<file path="src/rtl/uart_tx_arbiter.sv">
// uart_tx_arbiter: two-FIFO round-robin scheduler feeding one UART transmitter.
// Optional macro UART_TX_ARB_PRIORITY_EN gives the keyboard FIFO strict priority.
module uart_tx_arbiter #(
   parameter int DEPTH     = 4,
   parameter int BUSY_WAIT = 3
) (
   input  logic       clk,
   input  logic       rst_n,
   input  logic [7:0] kb_data,
   input  logic       kb_valid,
   input  logic [7:0] sw_data,
   input  logic       sw_valid,
   input  logic       tx_busy,
   output logic [7:0] tx_data,
   output logic       tx_start,
   output logic       kb_full,
   output logic       sw_full,
   output logic       grant_src,
   output logic [7:0] drop_cnt
);
   localparam int AW = $clog2(DEPTH);
   localparam int CW = $clog2(BUSY_WAIT + 1);

   typedef enum logic [1:0] {IDLE, LAUNCH, WAIT_BUSY, WAIT_DONE} state_t;

   state_t        state;
   logic          last_src;
   logic [CW-1:0] wait_cnt;
   logic [1:0]    vld, ne, full, push, pop, drop;
   logic [7:0]    din [2];
   logic [7:0]    dout [2];
   logic          do_pop, pick_sw;
   logic [8:0]    drop_sum;

   assign vld      = {sw_valid, kb_valid};
   assign din[0]   = kb_data;
   assign din[1]   = sw_data;
   assign kb_full  = full[0];
   assign sw_full  = full[1];
   assign pop      = {do_pop & pick_sw, do_pop & ~pick_sw};
   assign drop_sum = 9'(drop_cnt) + 9'(drop[0]) + 9'(drop[1]);

   for (genvar g = 0; g < 2; g++) begin : g_fifo
      logic [7:0]  mem [DEPTH];
      logic [AW-1:0] wr, rd;
      logic [AW:0]   cnt;
      assign ne[g]   = cnt != '0;
      assign full[g] = cnt == (AW+1)'(DEPTH);
      assign push[g] = vld[g] & (~full[g] | pop[g]);
      assign drop[g] = vld[g] & ~push[g];
      assign dout[g] = mem[rd];
      // storage write; contents need no reset since occupancy guards reads
      always_ff @(posedge clk) begin
         if (push[g]) mem[wr] <= din[g];
      end
      // pointers wrap naturally at DEPTH; occupancy nets out simultaneous push and pop
      always_ff @(posedge clk or negedge rst_n) begin
         if (!rst_n) begin
            wr  <= '0;
            rd  <= '0;
            cnt <= '0;
         end else begin
            wr  <= wr + AW'(push[g]);
            rd  <= rd + AW'(pop[g]);
            cnt <= cnt + (AW+1)'(push[g]) - (AW+1)'(pop[g]);
         end
      end
   end

   // source selection: pop only when idle, something is queued and the UART is free
   always_comb begin
      do_pop = (state == IDLE) && !tx_busy && (ne != 2'b00);
`ifdef UART_TX_ARB_PRIORITY_EN
      pick_sw = !ne[0];
`else
      pick_sw = !ne[0] || (ne[1] && !last_src);
`endif
   end

   // one byte in flight: pop, pulse start, then follow busy or time out
   always_ff @(posedge clk or negedge rst_n) begin
      if (!rst_n) begin
         state     <= IDLE;
         tx_data   <= '0;
         tx_start  <= 1'b0;
         grant_src <= 1'b0;
         last_src  <= 1'b1;
         wait_cnt  <= '0;
      end else begin
         tx_start <= 1'b0;
         case (state)
            IDLE: if (do_pop) begin
               tx_data   <= pick_sw ? dout[1] : dout[0];
               grant_src <= pick_sw;
               last_src  <= pick_sw;
               tx_start  <= 1'b1;
               state     <= LAUNCH;
            end
            LAUNCH: begin
               wait_cnt <= '0;
               state    <= WAIT_BUSY;
            end
            WAIT_BUSY: if (tx_busy) state <= WAIT_DONE;
               else if (wait_cnt == CW'(BUSY_WAIT)) state <= IDLE;
               else wait_cnt <= wait_cnt + 1'b1;
            WAIT_DONE: if (!tx_busy) state <= IDLE;
            default: state <= IDLE;
         endcase
      end
   end

   // saturating drop counter; both requesters may drop in the same cycle
   always_ff @(posedge clk or negedge rst_n) begin
      if (!rst_n) drop_cnt <= '0;
      else drop_cnt <= drop_sum[8] ? 8'hFF : drop_sum[7:0];
   end
endmodule

</file>
<file path="config.mk">
export PLATFORM = sky130hd
export DESIGN_NAME = uart_tx_arbiter
export DESIGN_NICKNAME = d
export VERILOG_FILES = /design/src/rtl/uart_tx_arbiter.sv
export SDC_FILE = /design/constraint.sdc
export NUM_CORES = 1
export LEC_CHECK = 0
export CORE_AREA = 2 2 92 85
export DETAILED_ROUTE_END_ITERATION = 7
export DIE_AREA = 0 0 94 87
export GPL_TIMING_DRIVEN = 0
export HOLD_SLACK_MARGIN = 0.05
export PLACE_DENSITY = 0.82
export SLEW_MARGIN = 15
export SYNTH_ARGS = -nofsm -noshare
export SYNTH_HDL_FRONTEND = slang
export SYNTH_SLANG_ARGS = --single-unit
</file>
<file path="constraint.sdc">
create_clock -name clk -period 7.1 [get_ports clk]
set_clock_uncertainty 0.05 [all_clocks]
set_input_delay 1.065 -clock clk [delete_from_list [all_inputs] [get_ports clk]]
set_output_delay 1.065 -clock clk [all_outputs]
set_load 0.01 [all_outputs]
</file>
==> results.toml <==
[cts]
clockBufferDepth = 2
cts-resized-gates = 0
cts_tree = "built"
clock_sinks = 101
post_cts_buffers = 0
ctsHoldBuffers = 0
htree_levels = 3
cts_root_buffer = "clkbuf_8"
worstSkewPairLatency_ns = 0.36
clkTransAtPathRegs_ns = 0.10
numCtsBuffers = 9

[floorplan]
dieArea_um2 = 8180
fp-row-count = 30
die_y_um = 87
start_util_pct = 58.2
die_w_um = 94
ios = 41
core_area_um2 = 7320

[synthesis]
yosys.area_share.simple_pct = 6.55
yosysSeqAreaShare_pct = 66.8
synthAdderAreaFrac_pct = 4.34
synth.distinct_cells = 43
synth_xor_xnor_area_share_pct = 2.05
synth_compound_area_share_pct = 6.78
synth-edff-count = 64
syn-cell-area_um2 = 4260
syn-num-nets = 295
synth-main-ff-cell = "edfxtp_1"
ys_ff_latch = 101
synthCells = 261
synthMuxAreaShare_pct = 9.19
ys_warn_count = 0
synth_top_family_by_area = "multiplexers"
synthArstFlopShare_pct = 36.6
avgSynthCellArea_um2 = 16.3

[setup_path]
r2r_start = "g_fifo[0].cnt[1]"
required_ns = 7.29
crit_path_max_incr_delay_ns = 0.54
criticalPathCategory = "input pin to register"
path_cells = "clkdlybuf4s50_1 > nor3_4 > o211ai_1 > and3_1 > fa_1 > ha_1 > and4_1 > nand4_1 > nand3_1"
worstPathArrival_ns = 3.72
worstSetupEndpointType = "register"
slowest_stage = "clkdlybuf4s50_1"
start_kind = "input pin"
cp_max_fo = 6
cp-startpoint = "tx_busy"

[placement]
place.gp.congestion = 0.788
place_ws_ns = 3.23
hpwlAfterDp_um = 5190
port-buffer-count = 40

[global_route]
grt-ovfl-total = 0
grt_pass1_wl_um = 11400
grt_pass1_vias = 2212
antenna_found_initial = 0
track_usage_pct = 19.1
grt_max_degree = 21

[timing]
fmax_mhz = 283
slew_headroom_pct = 57.7
setup_viol = 0
tightest_slew_ns = 0.626
post-route-period-util_pct = 49.7
worst_slack_ns = 3.57
period_minus_slack_ns = 3.53
rsz0062_at_grt = "false"
tns_ns = 0
hold_viol = 0
finalMaxSlewViolations = 0

[detailed_routing]
drc = 0
wirelength_um = 7030
initialDrtViolationCount = 109
via_per_inst = 5.54
via_count = 2332
wl_per_cell_um = 16.7
ant_nets = 0
drtPass1Iterations = 4

[finish]
fill_cells = 485
drive_gt1_share_pct = 20.3
final_nets = 354
area_growth_pct = 18.8
final_common_cell = "edfxtp_1"
antennaDiodeCount = 0
layout_common_cells = "edfxtp_1 (64), clkdlybuf4s50_1 (39), dfrtp_1 (36)"

[power_and_ir_drop]
max-vdd-ir-drop_mv = 0.163
leakage_uw = 0.00193
power_density_nw_per_um2 = 380

[run_status]
status = "finished clean"

[hold_path]
holdCritStartpoint = "last_src"
holdCritPathClass = "register to register"

[flow_run]
cap_violations = 0
==> synth_stat cells (2+ instances only) <==
library cell	number	area, um2
nand2_1	8	30.0
buf_6	2	22.5
nor3_1	4	20.0
or3_1	3	18.8
o221ai_2	6	90.1
and3_1	2	12.5
a31oi_1	3	18.8
o221ai_1	2	17.5
o21ai_1	2	10.0
xnor2_1	5	43.8
xor2_1	5	43.8
inv_1	32	120
dfrtp_1	36	901
edfxtp_1	64	1920
nand2b_1	2	12.5
nand4_1	9	56.3
nor2b_1	3	18.8
mux2i_1	2	20.0
a21oi_1	3	15.0
buf_2	4	20.0
mux4_2	16	360
a2111oi_0	4	35.0
o21ai_0	3	15.0
nand3_1	5	25.0
nor2_1	4	15.0
fa_1	3	60.1
clkbuf_1	3	11.3
ha_1	10	125
nor4bb_1	2	20.0
==> cells by family after synthesis <==
group,count (synthesis)
XOR/XNOR,10
AND/OR/NAND/NOR,47
buffers and inverters,42
AO/OA/AOI/OAI,29
flip-flops,101
adder cells (fa/ha/maj),13
multiplexers,19
==> worst paths after layout <==
path                                    end  slack (ns)  cells after the start
max                             drop_cnt[5]        3.57                      9
min                                last_src        0.46                      2
max reg2reg                g_fifo[0].cnt[2]        4.20                     10
min reg2reg                        last_src        0.46                      2
max in group asynchronous          last_src        5.87                      2
min in group asynchronous       drop_cnt[4]        0.59                      1
==> stage by stage <==
step | utilization [%] | instances | hold WS [ns] | area (um2) | power (uW)
after CTS | 69.2 | 421 | 0.456 | 5060 | 1940
after detailed placement | 66.8 | 405 | 0.444 | 4890 | 1630
after floorplan | - | 261 | 0.415 | 4260 | 1360
final | 69.2 | 421 | 0.455 | 5060 | 1920
after global placement | 65.4 | 397 | 0.430 | 4780 | 1560
after global routing | 69.2 | 421 | 0.480 | 5060 | 2050
==> report_power, final <==
group | internal, uW | leakage, uW | total, uW | switching, uW
clock network | 128 | 0.0000791 | 321 | 193
registers | 806 | 0.00104 | 914 | 108
logic | 351 | 0.000817 | 688 | 337
==> routing by layer <==
layer / global-route usage (%) / up-vias / part of all wire (%)
met4: 7.91 / 0 / 1.9
met5: 0 / - / 0
met3: 3.12 / 9 / 4.1
met1: 27.6 / 1161 / 44
met2: 29.6 / 57 / 50
li1: - / 1105 / -
==> critical path, delay by kind of cell <==
family / cells / cell delay, ns
AO/OA/AOI/OAI: 1 / 0.32
adder cells (fa/ha/maj): 2 / 0.69
buffers and inverters: 1 / 0.54
AND/OR/NAND/NOR: 5 / 1.10
==> state kept, by name (all words and copies together), names as in the netlist <==
register / flops
g_fifo.wr: 4
g_fifo.rd: 4
g_fifo.cnt: 6
grant_src: 1
g_fifo.mem: 64
tx_data: 8
drop_cnt: 8
tx_start: 1
last_src: 1
state: 2
wait_cnt: 2
==> final cells by class <==
cell class,instances,area (um2),area share (%)
multi-input cells,118,1280,25.2
plain buffers,10,61.3,1.21
flip-flops and latches,101,2850,56.3
well taps,96,120,2.37
clock buffers,9,124,2.45
inverters,32,120,2.37
repair buffers,48,460,9.09
clock inverters,7,52.6,1.04
(Power assumes the default switching activity.)
